[src/rtl/text_pkg.sv]
// Shared constants for the text window buffer.
// Geometry, fill/control codes, FSM encoding and byte-lane addressing.
package text_pkg;

    localparam int ROWS     = 4;
    localparam int COLS     = 32;
    localparam int ROW_BITS = 256;

    localparam logic [7:0] FILL_CHAR = 8'h20;

    localparam logic [7:0] ASCII_LF    = 8'h0A;
    localparam logic [7:0] ASCII_CR    = 8'h0D;
    localparam logic [7:0] ASCII_BS    = 8'h08;
    localparam logic [7:0] ASCII_DEL   = 8'h7F;
    localparam logic [7:0] ASCII_FIRST = 8'h20;
    localparam logic [7:0] ASCII_LAST  = 8'h7E;

    localparam logic [1:0] ST_IDLE   = 2'd0;
    localparam logic [1:0] ST_SCROLL = 2'd1;
    localparam logic [1:0] ST_CLEAR  = 2'd2;

    // MSB of the byte at (row, col); row 0 col 0 is the top byte.
    function automatic logic [9:0] char_msb(
        input logic [1:0] row,
        input logic [4:0] col
    );
        return 10'd1023
             - {row, 8'd0}
             - {2'd0, col, 3'd0};
    endfunction

endpackage

[src/rtl/cursor_blinker.sv]
// Cursor blink phase generator.
// Ports: clk, reset_n (sync, active-low), restart (force visible), blink.
module cursor_blinker #(
    parameter int BLINK_CYCLES = 25_000_000
) (
    input  logic clk,
    input  logic reset_n,
    input  logic restart,
    output logic blink
);

    localparam int CW =
        (BLINK_CYCLES > 1) ? $clog2(BLINK_CYCLES) : 1;
    localparam logic [CW-1:0] LAST = CW'(BLINK_CYCLES - 1);

    logic [CW-1:0] cnt_q;

    always_ff @(posedge clk) begin
        if (!reset_n) begin
            cnt_q <= '0;
            blink <= 1'b1;
        end else if (restart) begin
            cnt_q <= '0;
            blink <= 1'b1;
        end else if (cnt_q == LAST) begin
            cnt_q <= '0;
            blink <= ~blink;
        end else begin
            cnt_q <= cnt_q + 1'b1;
        end
    end

endmodule

[src/rtl/text_buffer_ctrl.sv]
// Character buffer controller for the on-screen text window.
// Ports: byte stream in (in_data/in_valid/in_ready), clear_req pulse,
// ascii_flat buffer, cursor_row/col, cursor_blink, busy.
module text_buffer_ctrl #(
    parameter int         ROWS         = 4,
    parameter int         COLS         = 32,
    parameter int         BLINK_CYCLES = 25_000_000,
    parameter logic [7:0] FILL_CHAR    = 8'h20
) (
    input  logic                   clk,
    input  logic                   reset_n,
    input  logic [7:0]             in_data,
    input  logic                   in_valid,
    output logic                   in_ready,
    input  logic                   clear_req,
    output logic [ROWS*COLS*8-1:0] ascii_flat,
    output logic [1:0]             cursor_row,
    output logic [4:0]             cursor_col,
    output logic                   cursor_blink,
    output logic                   busy
);
    import text_pkg::*;

    localparam int         BW       = ROWS * COLS * 8;
    localparam logic [1:0] LAST_ROW = 2'(ROWS - 1);
    localparam logic [4:0] LAST_COL = 5'(COLS - 1);

    logic [BW-1:0] buf_q;
    logic [1:0]    state_q, state_d;
    logic          pend_q;
    logic [1:0]    row_q, row_d;
    logic [4:0]    col_q, col_d;
    logic [1:0]    clr_q, clr_d;

    logic          accept, start_clr;
    logic          is_print, is_lf, is_cr, is_bs;
    logic          wr_en;
    logic [1:0]    wr_row;
    logic [4:0]    wr_col;
    logic [7:0]    wr_char;

    assign in_ready  = (state_q == ST_IDLE) & ~pend_q;
    assign accept    = in_valid & in_ready;
    assign start_clr = (state_q == ST_IDLE) & pend_q;
    assign busy      = (state_q == ST_SCROLL)
                     | (state_q == ST_CLEAR);

    assign is_print = (in_data >= ASCII_FIRST)
                    & (in_data <= ASCII_LAST);
    assign is_lf    = (in_data == ASCII_LF);
    assign is_cr    = (in_data == ASCII_CR);
    assign is_bs    = (in_data == ASCII_BS)
                    | (in_data == ASCII_DEL);

    assign ascii_flat = buf_q;
    assign cursor_row = row_q;
    assign cursor_col = col_q;

    always_comb begin
        state_d = state_q;
        row_d   = row_q;
        col_d   = col_q;
        clr_d   = clr_q;
        wr_en   = 1'b0;
        wr_row  = row_q;
        wr_col  = col_q;
        wr_char = in_data;
        unique case (1'b1)
            (state_q == ST_SCROLL): begin
                state_d = ST_IDLE;
            end
            (state_q == ST_CLEAR): begin
                if (clr_q == LAST_ROW)
                    state_d = ST_IDLE;
                else
                    clr_d = clr_q + 2'd1;
            end
            start_clr: begin
                state_d = ST_CLEAR;
                row_d   = '0;
                col_d   = '0;
                clr_d   = '0;
            end
            accept: begin
                unique case (1'b1)
                    is_print: begin
                        wr_en = 1'b1;
                        if (col_q != LAST_COL) begin
                            col_d = col_q + 5'd1;
                        end else if (row_q != LAST_ROW) begin
                            row_d = row_q + 2'd1;
                            col_d = '0;
                        end else begin
                            col_d   = '0;
                            state_d = ST_SCROLL;
                        end
                    end
                    is_lf: begin
                        col_d = '0;
                        if (row_q != LAST_ROW)
                            row_d = row_q + 2'd1;
                        else
                            state_d = ST_SCROLL;
                    end
                    is_cr: begin
                        col_d = '0;
                    end
                    is_bs: begin
                        if (col_q != 5'd0) begin
                            col_d   = col_q - 5'd1;
                            wr_en   = 1'b1;
                            wr_col  = col_q - 5'd1;
                            wr_char = FILL_CHAR;
                        end else if (row_q != 2'd0) begin
                            row_d   = row_q - 2'd1;
                            col_d   = LAST_COL;
                            wr_en   = 1'b1;
                            wr_row  = row_q - 2'd1;
                            wr_col  = LAST_COL;
                            wr_char = FILL_CHAR;
                        end
                    end
                    default: ;
                endcase
            end
            default: begin
                state_d = ST_IDLE;
            end
        endcase
    end

    always_ff @(posedge clk) begin
        if (!reset_n) begin
            state_q <= ST_IDLE;
            pend_q  <= 1'b0;
            row_q   <= '0;
            col_q   <= '0;
            clr_q   <= '0;
        end else begin
            state_q <= state_d;
            // A new request wins over consumption so none is lost.
            pend_q  <= clear_req | (pend_q & ~start_clr);
            row_q   <= row_d;
            col_q   <= col_d;
            clr_q   <= clr_d;
        end
    end

    always_ff @(posedge clk) begin
        if (!reset_n) begin
            buf_q <= {(ROWS * COLS){FILL_CHAR}};
        end else if (state_q == ST_SCROLL) begin
            buf_q <= {buf_q[BW-ROW_BITS-1:0],
                      {COLS{FILL_CHAR}}};
        end else if (state_q == ST_CLEAR) begin
            buf_q[char_msb(clr_q, 5'd0) -: ROW_BITS]
                <= {COLS{FILL_CHAR}};
        end else if (wr_en) begin
            buf_q[char_msb(wr_row, wr_col) -: 8] <= wr_char;
        end
    end

    cursor_blinker #(
        .BLINK_CYCLES(BLINK_CYCLES)
    ) u_blink (
        .clk    (clk),
        .reset_n(reset_n),
        .restart(accept),
        .blink  (cursor_blink)
    );

endmodule

[config.mk]
export PLATFORM = sky130hd
export DESIGN_NAME = text_buffer_ctrl
export DESIGN_NICKNAME = d
export VERILOG_FILES = /design/src/rtl/text_pkg.sv /design/src/rtl/cursor_blinker.sv /design/src/rtl/text_buffer_ctrl.sv
export SDC_FILE = /design/constraint.sdc
export NUM_CORES = 2
export LEC_CHECK = 0
export ABC_AREA = 1
export BUFFER_PORTS_ARGS = -buffer_cell sky130_fd_sc_hd__buf_2
export CORE_AREA = 2 2 405 407
export CTS_CLUSTER_SIZE = 16
export DETAILED_ROUTE_END_ITERATION = 10
export DIE_AREA = 0 0 407 409
export GPL_TIMING_DRIVEN = 0
export MAX_ROUTING_LAYER = met4
export PLACE_DENSITY = 0.63
export SLEW_MARGIN = 20
export SYNTH_ARGS = -nofsm -noshare
export SYNTH_HDL_FRONTEND = slang
export SYNTH_SLANG_ARGS = --single-unit
[constraint.sdc]
create_clock -name clk -period 5.5 [get_ports clk]
set_input_delay 1.65 -clock clk [delete_from_list [all_inputs] [get_ports clk]]
set_output_delay 1.65 -clock clk [all_outputs]
set_load 0.01 [all_outputs]
Word-level counts from Yosys, hierarchy flattened
Cells that the tools add are included.
Word-level totals
  register bits: 1062
  input bits: 12
  output and inout port bits: 1034
  word-level logic and storage cells: 104
Cells by class
  add/sub/neg operators: 11
  magnitude comparators: 2
  equality and inequality tests: 16
  shift-type cells: 4
  mux-type cells: 35
  bitwise operators: 12
  reduce and logical (&&, ||, !) cells: 15
Operator list (number)
  $mux 1024: 3
  $bwmux 1024: 2
  $shift 256x12->1279 const A: 1
  $shiftx 256x12->1279 const A: 1
  $shift 8x12->1031 const A: 1
  $shiftx 8x12->1031: 1
  $mux 8: 4
  $add 25x1->25 const B: 1
  $eq 25x25->1 const B: 1
  $mux 5: 5
  $eq 8x4->1 const B: 3
  $neg 10->12: 2
  $mux 2: 10
  $sub 10x10->10 const A: 2
  $pmux 5 s3: 1
  $pmux 2 s2: 3
  $pmux 2 s3: 2
  $pmux 5 s2: 1
  $sub 10x8->10: 1
  $eq 8x7->1 const B: 1
  $ge 8x6->1 const B: 1
  $le 8x7->1 const B: 1
  $reduce_bool 2->1: 4
  $reduce_and 3->1: 2
  other kinds (24): 41

Logic depth before layout (Yosys ltp)
  depth in word-level cells: 13
  gate-level depth with buffers: 21
  mapped depth without buffers: 20

Cells and area by module
From an unflattened synthesis, not the netlist that was laid out.
Unflattened totals
  cell total of the unflattened synthesis: 8899
  area total of the unflattened synthesis: 53951.7 µm²
By module, submodules not included
  text_buffer_ctrl: instances 1, cells each 8685, area an instance 52556.7 µm², seq. area each 20739.9 µm²
  cursor_blinker: instances 1, cells each 214, area an instance 1395.1 µm², seq. area each 520.5 µm²

Worst setup path after synthesis
OpenSTA, ideal clock, no wires.
  path kind: input-to-reg
  start: input in_data[7]
  end: register buf_q[549] (netlist: ascii_flat[549])
  setup time: 134 ps
  data arrival time: 3675 ps
  data required time: 5366 ps
  slack: 1692 ps
  stages: 18
  path buffers: 4
  path through: inv_2 -> nand2_1 -> nor2_2 -> nand2_1 -> nand2_2 -> buf_6 -> o211ai_2 -> o21ai_4 -> inv_2 -> buf_4 -> buf_4 -> nand3_1 -> nand2_1 -> nand2_1 -> buf_2 -> inv_1 -> nand2_1 -> nand3_1
Between the ends
  longest elaborated chain between the ends: 12
  elaborated cells on any way between the ends: 26
  classes of those cells: add/sub (3); order compare (2); eq/ne (2); shift (2); mux (14); bitwise (2); reduce/logical (1)
RTL lines
  from (decl): line text_buffer_ctrl.sv:12  | input logic [7:0] in_data,
  $eq 8x4->1 / $eq 8x7->1 (equally long branches): line text_buffer_ctrl.sv:52, text_buffer_ctrl.sv:53
  $or 1x1->1: line text_buffer_ctrl.sv:53  | | (in_data == ASCII_DEL);
  $mux 2: line text_buffer_ctrl.sv:85  | unique case (1'b1)
  $mux 2: line text_buffer_ctrl.sv:68  | unique case (1'b1)
  $sub 10x10->10: line text_pkg.sv:28  | - {row, 8'd0}
  $sub 10x8->10: line text_pkg.sv:29  | - {2'd0, col, 3'd0};
  $neg 10->12: line text_buffer_ctrl.sv:159  | buf_q[char_msb(wr_row, wr_col) -: 8] <= wr_char;
  $shiftx 8x12->1031 / $shift 8x12->1031 (equally long branches): line text_buffer_ctrl.sv:159
  $bwmux 1024: line text_buffer_ctrl.sv:159
  $mux 1024: line text_buffer_ctrl.sv:158  | end else if (wr_en) begin
  $mux 1024: line text_buffer_ctrl.sv:155  | end else if (state_q == ST_CLEAR) begin
  $mux 1024: line text_buffer_ctrl.sv:152  | end else if (state_q == ST_SCROLL) begin
  to (signal assigned): line text_buffer_ctrl.sv:151  | buf_q <= {(ROWS * COLS){FILL_CHAR}};
  to (signal assigned): line text_buffer_ctrl.sv:153  | buf_q <= {buf_q[BW-ROW_BITS-1:0],
  to (signal, indexed assignment): line text_buffer_ctrl.sv:159
  to (decl): line text_buffer_ctrl.sv:28  | logic [BW-1:0] buf_q;
Parallel ways exist; a longest one is shown, timed or not. The select of a mux whose other input is x is not followed.
A chain may end at the register's enable or synchronous reset.

Worst setup path in the final report
  start: input reset_n
  end: register buf_q[93] (netlist: ascii_flat[93])
Between the ends
  longest elaborated chain between the ends: 2
RTL lines
  from (decl): line text_buffer_ctrl.sv:11  | input logic reset_n,
  $not 1->1 (no line)
  $reduce_or 2->1 (no line)
Every way passes these cells.

==> implementation parameters <==
Parameter                              Value

Run status
  Status ... finished with violations
  Violations in the final reports ... negative setup slack

Clock tree
  Number of buffers inserted during clock tree synthesis ... 132
  Clock insertion delay at the later pin of the skew report ... 0.82 ns
  Buffer count from post-CTS setup fixing ... 0
  TritonCTS clock tree ... built
  Clock root buffer master ... clkbuf_16
  Hold-fix buffers at CTS ... 0
  Clock-pin transition on the worst setup and hold timing paths ... 0.06 ns
  H-tree lvl count ... 4
  CTS sink count ... 1062
  Maximum buffer depth of the clock tree ... 3

Final layout
  Fill cells ... 17900
  Sequential standard cell area ... 21300 sq um
  Area growth from synthesis to layout ... 24.5%
  Multi-input gate area in the final layout ... 26800 sq um
  Final net count ... 10000
  Fin util ... 0.410
  Final cell count without fillers ... 12300
  Layout cell share with drive strength beyond 1 ... 0.163

Pwr
  LEAKAGE ... 34.4 nW
  PwrDens ... 524 nW/um^2
  Largest voltage drop on the vdd net ... 0.422 mV

Floorplanning
  Die outline area ... 166000 sq um
  Site Rows ... 148
  Starting density of the core ... 0.330
  X dimension of the die ... 407 microns
  Core Region ... 162000 sq um
  Die outline height ... 409 microns
  # IOs ... 1046

Timing
  Setup violations, final ... 38
  Highest clock frequency the design can meet ... 176 MHz
  Hold Vio Cnt, Final ... 0
  RSZ-0062 raised after global routing ... false
  Skew final ... 0.0338 ns
  Max-slew headroom ... 0.0962
  Worst Max-Slew Pin Slew ... 1.36 ns
  Final sum of negative setup slack ... -2.99 ns
  Final worst-path setup slack ... -0.186 ns
  Final clock period utilization by the worst path ... 1.03
  Min Clock Period, post-route ... 5.69 ns
  Max-slew violation count ... 0

Global route
  Largest net degree at the start of global routing ... 17
  First-pass GRT wire length ... 513000 microns
  Number of global-route vias before repair ... 60000
  Grt total ovfl ... 0
  GRT Util Overall ... 0.465
  Antenna violations before repair ... 40

Placement
  Number of input and output port buffers inserted ... 1044
  DP Cell Count ... 12000
  Placer Congestion ... 1.08
  Worst slack at placement ... -1.00 ns
  Post-DP HPWL ... 307000 microns

Yosys
  Multiplexer area fraction after synthesis ... 0
  Number of distinct library cells after synthesis ... 48
  Cell area after synthesis ... 53400 sq um
  Area fraction of the dominant cell type after synthesis ... 0.398
  Synth area leader ... dfxtp_1
  Adder and majority gate portion of the synthesized area ... 0.00351
  Synthesized Nets ... 8822
  Ys flop type ... dfxtp_1
  Synth Area in XOR/XNOR ... 0.00148
  Yosys synthesis warning count ... 0
  Simple-gate share of the synthesized area ... 0.402
  Number of enable flip-flop cells after synthesis ... 0
  Fraction of the yosys area taken by sequential cells ... 0.398
  Proportion of register bits with asynchronous set or reset after synthesis ... 0
  Number of synthesized register bits ... 1062
  Post-synthesis compound-gate area fraction ... 0.0947
  Average cell area after synthesis ... 6.07 sq um
  Dominant combinational cell family by area after synthesis ... simple AND/OR/NAND/NOR gates
  Synth top area cells ... dfxtp_1 40%, nand2_1 21%, nor2_1 12%
  Number of instances in the synthesized netlist ... 8795

Worst setup path
  Critical path cell sequence ... clkbuf_1 -> clkinv_1 -> nor2_1 -> clkbuf_1 -> buf_1 -> clkbuf_1 -> nand3_1
  CP max-delay cell ... buf_1
  Worst Path Required ... 6.13 ns
  CP Launch Type ... primary input
  Library cell appearing most often on the critical path ... clkbuf_1
  Length in cells of the worst reg-to-reg path ... 15
  Maximum single-stage delay on the critical path ... 0.99 ns
  Worst reg2reg setup slack ... -0.07 ns
  Worst flop-to-flop path startpoint ... state_q[1]$_SDFFE_PN0P_
  Startpoint-to-endpoint class of the critical path ... in -> reg
  CP endpoint kind ... register
  Largest fanout on the critical path ... 10
  Endpoint of the lowest-slack register-to-register path ... ascii_flat[870]$_SDFFE_PN0P_
  Buffering stage count on the worst path with inverters included ... 5
  Data arrival time of the critical path ... 6.32 ns
  Family with the most delay on the worst path ... buffers and inverters

Route
  First-pass detailed-route iteration total ... 9
  DRC ... 0
  Remaining antenna violation count ... 0
  Vias per std cell ... 5.54
  Number of design-rule violations left by the first detailed-router iteration ... 10700
  Wire length per cell ... 31.9 microns
  Vias after detailed routing ... 68200
  Total wire length ... 392000 microns

Worst hold path
  Launch point of the worst hold path ... u_blink.cnt_q[0]$_SDFF_PP0_
  Hold worst-path end ... u_blink.cnt_q[0]$_SDFF_PP0_
  Cell depth of the worst min-delay path ... 1
  Path class of the lowest-slack min-delay path ... reg -> reg

Job
  Max-cap check violation count ... 0
-- synth_stat cells, types with 24 or more instances --
master,instances
a21oi_1,297
buf_2,136
nor3_1,63
inv_2,24
o22ai_1,49
nand4_1,145
dfxtp_1,1062
inv_1,794
o21ai_0,587
nor2_1,1683
clkbuf_1,342
buf_1,43
nand3_1,378
nand2_1,3021
-- metal layers --
| metal | global-route usage | vias up | part of all wire | wire (microns) |
|---|---|---|---|---|
| li1 | - | 29600 | - | - |
| met1 | 0.570 | 32500 | 0.38 | 149000 |
| met2 | 0.651 | 5051 | 0.41 | 161000 |
| met3 | 0.151 | 1020 | 0.13 | 51900 |
| met4 | 0.295 | 0 | 0.077 | 30200 |
| met5 | - | - | 0 | 0 |
-- metrics by stage --
stage / instance area [sq um] / total power, W / hold slack (ns)
2_1_floorplan: 53400 / 0.0172 / 0.415
3_3_place_gp: 61400 / 0.0248 / 0.440
3_5_place_dp: 62000 / 0.0251 / 0.437
4_1_cts: 66400 / 0.0340 / 0.460
5_1_grt: 66500 / 0.0357 / 0.487
6_report: 66500 / 0.0349 / 0.462
-- area by class of cell --
type,count,area share
Multi-Input combinational cell,6371,0.404
Sequential cell,1062,0.320
Timing Repair Buffer,1068,0.0866
Clock buffer,193,0.0589
Inverter,823,0.0465
Tap cell,2175,0.0409
Buffer,539,0.0363
Clock inverter,37,0.00606
Antenna cell,38,0.00143
-- placed cells by master, fill, tap and decap left out, drive strengths merged, types with 15 or more instances in the layout --
cell and count:
clkbuf 537, nand2 3027, nand3 392, dfxtp 1062, nor3 64, buf 1262, clkinv 27, a21oi 303
ha 15, o22ai 49, inv 826, nand4 160, diode 38, nor2 1711, o21ai 609
-- worst max path at each step --
stage                          start                      endpoint  slack (ns)  cells past startpoint
after global routing      in_data[7]  ascii_flat[870]$_SDFFE_PN0P_        0.02                     15
after detailed placement     reset_n  ascii_flat[149]$_SDFFE_PP1P_       -1.00                      7
after CTS                   in_valid  ascii_flat[655]$_SDFFE_PN0P_        0.09                     13
after floorplan           in_data[7]  ascii_flat[549]$_SDFFE_PN1P_        1.69                     18
after global placement    in_data[7]  ascii_flat[918]$_SDFFE_PN0P_       -2.44                     15
final                        reset_n   ascii_flat[93]$_SDFFE_PP1P_       -0.19                      7
-- power by group --
part	switching (W)	leakage (nW)	total (W)	internal [W]
combinational	0.0112	23.7	0.0148	0.00357
clock	0.00386	2.13	0.00905	0.00519
sequential	0.00175	8.62	0.0110	0.00927
-- registers in the layout, summed over array words and instances, names as in the netlist --
| register | count |
|---|---|
| cursor_row | 2 |
| u_blink.cnt_q | 25 |
| pend_q | 1 |
| state_q | 2 |
| cursor_col | 5 |
| ascii_flat | 1024 |
| u_blink.blink | 1 |
| clr_q | 2 |
-- cells by family (layout without fill, tap and decap cells) --
family,Yosys count,count (layout)
AOI/OAI and AO/OA,979,979
xor gates and xnor gates,9,9
adders and majority gates,15,15
buffers and inverters,1362,2660
DFF,1062,1062
other,0,38
and+or+nand+nor,5368,5368
-- repair_timing --
| item | in CTS | in global routing |
|---|---|---|
| endpoints found under the setup margin | 22 | 55 |
| cloned | 0 | 0 |
| pin swaps | 0 | 0 |
| gates resized for setup | 5 | 15 |
Power figures use the tool's default switching activity.
